--- src/rtl/hazard_stall_ctrl.sv ---
// Pipeline sequencer: stall/flush controls for the 5-stage core, covering
// load-use, taken branch, dmem wait with timeout and HLT drain.
module hazard_stall_ctrl #(
  parameter int unsigned REG_BITS    = 4,
  parameter int unsigned MEM_TIMEOUT = 15,
  parameter int unsigned CNT_W       = 16
) (
  input  logic                clk,
  input  logic                rst,
  input  logic [REG_BITS-1:0] id_rs,
  input  logic [REG_BITS-1:0] id_rt,
  input  logic                id_uses_rs,
  input  logic                id_uses_rt,
  input  logic                ex_memread,
  input  logic [REG_BITS-1:0] ex_rd,
  input  logic                branch_taken,
  input  logic                halt_id,
  input  logic                dmem_req,
  input  logic                dmem_ready,
  output logic                pc_wen,
  output logic                ifid_stall,
  output logic                idex_stall,
  output logic                exmem_stall,
  output logic                ifid_flush,
  output logic                idex_flush,
  output logic                memwb_flush,
  output logic                halted,
  output logic                mem_err,
  output logic [CNT_W-1:0]    stall_cycles
);

  localparam logic [1:0] RUN      = 2'd0;
  localparam logic [1:0] MEM_WAIT = 2'd1;
  localparam logic [1:0] DRAIN    = 2'd2;
  localparam logic [1:0] HALTED   = 2'd3;

  localparam int unsigned WC_W = $clog2(MEM_TIMEOUT + 1);

  logic [1:0]      state, state_nxt;
  logic [WC_W-1:0] wait_cnt, wait_nxt;
  logic [1:0]      drain_cnt, drain_nxt;
  logic            mem_wait, load_use, timeout;

  assign mem_wait = dmem_req & ~dmem_ready;
  assign load_use = ex_memread && (ex_rd != '0) &&
                    ((id_uses_rs && (id_rs == ex_rd)) ||
                     (id_uses_rt && (id_rt == ex_rd)));
  assign timeout  = mem_wait && (state != HALTED) &&
                    (wait_cnt == WC_W'(MEM_TIMEOUT - 1));

  always_comb begin
    pc_wen      = 1'b1;
    ifid_stall  = 1'b0;
    idex_stall  = 1'b0;
    exmem_stall = 1'b0;
    ifid_flush  = 1'b0;
    idex_flush  = 1'b0;
    memwb_flush = 1'b0;
    state_nxt   = state;
    wait_nxt    = wait_cnt;
    drain_nxt   = drain_cnt;

    case (state)
      RUN, MEM_WAIT: begin
        if (mem_wait) begin
          pc_wen      = 1'b0;
          ifid_stall  = 1'b1;
          idex_stall  = 1'b1;
          exmem_stall = 1'b1;
          memwb_flush = 1'b1;
          wait_nxt    = wait_cnt + 1'b1;
          state_nxt   = timeout ? HALTED : MEM_WAIT;
        end else begin
          wait_nxt  = '0;
          state_nxt = RUN;
          // The release cycle out of MEM_WAIT takes plain defaults.
          if (state == RUN) begin
            if (load_use) begin
              pc_wen     = 1'b0;
              ifid_stall = 1'b1;
              idex_flush = 1'b1;
            end else if (halt_id) begin
              pc_wen     = 1'b0;
              ifid_flush = 1'b1;
              state_nxt  = DRAIN;
              drain_nxt  = '0;
            end else if (branch_taken) begin
              ifid_flush = 1'b1;
            end
          end
        end
      end
      DRAIN: begin
        pc_wen     = 1'b0;
        ifid_flush = 1'b1;
        if (mem_wait) begin
          ifid_stall  = 1'b1;
          idex_stall  = 1'b1;
          exmem_stall = 1'b1;
          memwb_flush = 1'b1;
          wait_nxt    = wait_cnt + 1'b1;
          if (timeout) state_nxt = HALTED;
        end else begin
          wait_nxt = '0;
          if (drain_cnt == 2'd2) state_nxt = HALTED;
          else                   drain_nxt = drain_cnt + 1'b1;
        end
      end
      HALTED: begin
        pc_wen      = 1'b0;
        ifid_stall  = 1'b1;
        idex_stall  = 1'b1;
        exmem_stall = 1'b1;
      end
      default: state_nxt = RUN;
    endcase

    if (!rst) begin
      pc_wen      = 1'b0;
      ifid_stall  = 1'b0;
      idex_stall  = 1'b0;
      exmem_stall = 1'b0;
      ifid_flush  = 1'b1;
      idex_flush  = 1'b1;
      memwb_flush = 1'b1;
    end
  end

  always_ff @(posedge clk) begin
    if (!rst) begin
      state        <= RUN;
      wait_cnt     <= '0;
      drain_cnt    <= '0;
      halted       <= 1'b0;
      mem_err      <= 1'b0;
      stall_cycles <= '0;
    end else begin
      state     <= state_nxt;
      wait_cnt  <= wait_nxt;
      drain_cnt <= drain_nxt;
      if ((state != HALTED) && (state_nxt == HALTED)) halted <= 1'b1;
      if (timeout) mem_err <= 1'b1;
      if (!pc_wen && (state != HALTED) && (stall_cycles != '1))
        stall_cycles <= stall_cycles + 1'b1;
    end
  end

endmodule

--- config.mk ---
export PLATFORM = sky130hd
export DESIGN_NAME = hazard_stall_ctrl
export DESIGN_NICKNAME = d
export VERILOG_FILES = /design/src/rtl/hazard_stall_ctrl.sv
export SDC_FILE = /design/constraint.sdc
export NUM_CORES = 1
export LEC_CHECK = 0
export CORE_ASPECT_RATIO = 0.8
export CORE_UTILIZATION = 25
export DETAILED_ROUTE_END_ITERATION = 12
export PLACE_DENSITY = 0.54
export SYNTH_ARGS = -nofsm -noshare
export SYNTH_HDL_FRONTEND = slang
export SYNTH_SLANG_ARGS = --single-unit
--- constraint.sdc ---
create_clock -name clk -period 3.7 [get_ports clk]
set_input_delay 1.11 -clock clk [delete_from_list [all_inputs] [get_ports clk]]
set_output_delay 1.11 -clock clk [all_outputs]
set_load 0.03 [all_outputs]
==> reports/results.env <==
RUN_STATUS='complete, no violations'
LAYOUT_MIN_CYCLE_TIME_NS=3.60
COMPOUND_GATE_PORTION_OF_THE_SYNTHESIZED_AREA_PCT=8.91
DIE_W_UM=89.9
SYNTH.TOP_CELL.AREA_SHARE_PCT=33.7
MAX_SLEW.WORST_PIN.SLEW_NS=0.463
FIRST_GLOBAL_VIAS=1330
CTS-ROOT-TO-SINK-BUFFERS=2
FF2FF_PATH_DEPTH=7
FIRST_PASS_ITERS=4
SLEW_HEADROOM_PCT=69.0
FINALMAXSLEWVIOLATIONS=0
ANTENNA_FOUND_INITIAL=0
WORST_SETUP_SLACK_AFTER_PLACEMENT_NS=-0.237
INITIALDRTVIOLATIONCOUNT=86
WORSTHOLDENDPOINT='drain_cnt[1]'
DRV.MAX_CAP_VIOLATION_COUNT=0
FINAL.SETUP_SKEW_NS=0.00620
POST-ROUTE-PERIOD-UTIL_PCT=97.2
CRITPATHREQUIREDTIME_NS=2.59
PIN_COUNT=46
CLOCK_POWER_SHARE_PCT=34.9
MAPPEDNETLISTNETS=206
TOTALWIRELENGTH_UM=3580
POST_SYNTH_FA_HA_MAJ_AREA_FRACTION_PCT=3.24
GR_OVERFLOW_TOTAL=0
CTS_HOLD_BUF=0
FMAXACHIEVABLE_MHz=278
RSZ_0062_RAISED_AFTER_GLOBAL_ROUTING='false'
FLOORPLAN.DIE_AREA_SQ_MM=0.00650
CLKLATENCYLATEPIN_NS=0.27
POWER_LEAKAGE_nW=0.958
IO_BUFFERS=45
CP_SLOWEST_STAGE_DELAY_NS=0.46
DETAIL_ROUTE.DRC_VIOLATIONS=0
CELLINTERNALPOWER_mW=0.498
CTS.REPORTEDPATHS.CLKPINSLEW_NS=0.09
IR_DROP_V=0.000156
CTS_TREE='built'
GRT_PASS1_WL_UM=6370
CRITICAL_PATH.MAX_FANOUT=3
STARTPOINT_TYPE='input pin'
SHARE_OF_POST_ROUTE_CELLS_WITH_DRIVE_STRENGTH_ABOVE_1_PCT=16.6
POWER.DENSITY_mW_PER_MM2=305
HPWLAFTERDP_UM=2650
FF_LATCH_COUNT_SYNTH=26
FLOORPLAN.INITIALDENSITY_PCT=26.0
SYNTH.AREA.MUX_SHARE_PCT=10.4
CRITPATHSLOWESTCELL='o41a_1'
CP_COMMON_CELL='buf_4'
ROW_COUNT=25
SYNTH.CELL_AREA_SQ_MM=0.00155
REG2REG_TO='stall_cycles[15]'
GRT_MAX_DEGREE=40
CLK_ROOT_BUFFER_CELL='clkbuf_8'
TIMING.FINAL.HOLD_VIOLATIONS=0
DRTANTENNAVIOLNETS=0
FINAL.SETUP.WORST_SLACK_NS=0.103
FRACTION_OF_POWER_SPENT_SWITCHING_NETS_PCT=26.7
POWER.SWITCHING_mW=0.182
CTS-HTREE-LEVELS=1
GR-USAGE-ALL-LAYERS_PCT=12.1
POST_SYNTH.CELL_AREA_AVG_SQ_UM=8.54
REPORT.FINAL.SETUP_VIOL=0
YOSYSSEQAREASHARE_PCT=33.7
P_COMB_SHARE_PCT=20.9
R2R_SETUP_SLACK_NS=1.63
CRITPATHARRIVALTIME_NS=2.49
HOLDWS_NS=0.469
MIN_FROM='drain_cnt[1]'
DIEHEIGHT_UM=72.3
YOSYSWARNINGCOUNT=0
CRIT_PATH_END_KIND='primary output'
SYNTHDISTINCTLIBCELLS=38
NETLIST_TOP_CELLS_AREA='dfxtp_1 (34%), mux2i_1 (10%), nand2b_1 (6.9%), nand2_1 (6.1%), xor2_1 (5.1%)'
TIMING.HOLD.WORST.CLASS='reg -> reg'
SYN_TO_FINAL_GROWTH_PCT=44.0
POSTSYNTHCELLCOUNT=181
CORE-AREA_SQ_MM=0.00594
GP_CONGESTION=0.736
PATH_CELLS='buf_4, o41a_1, nand3_2, nor4_4, nor2_2, buf_4, a21oi_1, o21ai_1, buf_4'
SHARE_SEQ_OF_TOTAL_POWER_PCT=44.2
SYNTHSIMPLEGATEAREAFRAC_PCT=33.7
DETAIL_ROUTE.VIAS_PER_CELL=4.45
SYNTH_TOP_FAMILY_BY_AREA='simple AND/OR/NAND/NOR gates'
FINAL_NETS=255
TIMING.RR.START='stall_cycles[6]'
CTS_BUF_COUNT=3
VIA_COUNT=1381
SYNTH-XOR-AREA-SHARE_PCT=6.23
ROUTEDWLPERCELL_UM=11.5
SETUP.WORST_PATH.CLASS='in -> out'
CTS_NUM_SINKS=26
MIN_PATH_CELLS=2
ANTENNADIODECOUNT=0
YOSYSTOPAREACELL='dfxtp_1'
## worst max-delay path by stage
stage | startpoint | to | slack, ns | cells after the start
floorplan | ex_rd[0] | ifid_stall | -0.003 | 4
global placement | ex_rd[3] | idex_flush | -0.21 | 8
detailed placement | ex_rd[1] | idex_flush | -0.24 | 8
CTS | ex_memread | idex_flush | 0.008 | 8
global route | ex_rd[0] | ifid_flush | 0.01 | 9
finish | ex_rd[0] | ifid_flush | 0.10 | 9
## sequential cells by signal, summed over array words and instances, names as in the netlist
| signal | flops |
|---|---|
| state | 2 |
| halted | 1 |
| drain_cnt | 2 |
| stall_cycles | 16 |
| mem_err | 1 |
| wait_cnt | 4 |
## logic make-up (layout without fill, tap and decap cells)
group           after synthesis  after routing
compound gates               18             18
xor+xnor                     11             11
fa+ha+maj                     4              4
buf+inv                      13             61
flops                        26             26
mux                          16             16
simple gates                 93             93
## through the flow
step	power, mW	util [%]	cells	TNS [ns]	area, sq um
floorplan	0.387	-	181	-0.00257	1550
global placement	0.444	35.2	304	-0.753	2090
detailed placement	0.444	35.2	304	-0.867	2090
CTS	0.685	36.8	312	0	2190
global route	0.715	37.4	310	0	2220
finish	0.680	37.4	310	0	2220
## Yosys cell counts, drive strengths merged
cell type	n
inv	3
ha	4
o31ai	1
nand3	6
nor3b	1
xnor2	2
o41a	1
clkbuf	8
or3	1
a41o	1
mux2i	16
nand2	25
nor4	2
o2bb2ai	1
nor4b	1
nor2	12
o21ai	5
a311oi	1
and3	6
nor3	1
and2	4
o31a	1
a21oi	3
nor2b	6
and4	2
buf	2
xor2	9
o21a	2
dfxtp	26
nand4	9
nand2b	17
a21boi	1
o41ai	1
## worst max-delay path: cells and delay by family
family / cells / cell delay (ns)
simple gates: 3 / 0.31
compound gates: 3 / 0.66
buf+inv: 3 / 0.42
## cell type report
type	instances	area, sq um
repair buffers	54	483
clock buffers	3	41.3
fillers	634	3720
clock inverters	1	30.0
inverters	3	11.3
well taps	81	101
flip-flops and latches	26	520
multi-input cells	142	1040
## cell usage in the layout, fill, tap and decap left out, drive strengths merged, types with 8 or more instances in the layout
master         synthesis  layout
xor2                   9       9
buf                    2      20
nand2b                17      17
nand4                  9       9
dlygate4sd2            0       8
nand2                 25      25
dfxtp                 26      26
nor2                  12      12
mux2i                 16      16
clkdlybuf4s50          0      23
## timing repair
action                     4_1_cts  5_1_grt
setup buffers                    4        1
pin swaps                       10        9
gates resized for setup         32       11
cloned                           0        0
setup endpoints to repair        4        6
## routing by layer
metal | vias to the layer above | GRT usage [%] | part of all wire (%)
met1 | 632 | 16.8 | 52
met5 | - | 0 | 0
met3 | 4 | 3.77 | 4.0
met2 | 23 | 18.4 | 44
li1 | 722 | - | -
met4 | 0 | 2.51 | 0.84
## power by group through the flow
stage / clock [mW] / sequential [mW] / combinational (mW)
2_1_floorplan: 0 / 0.310 / 0.0766
3_3_place_gp: 0 / 0.306 / 0.138
3_5_place_dp: 0 / 0.306 / 0.137
4_1_cts: 0.248 / 0.300 / 0.138
5_1_grt: 0.258 / 0.303 / 0.155
6_report: 0.237 / 0.300 / 0.142
Note: power is estimated with default switching activity, not from simulation.
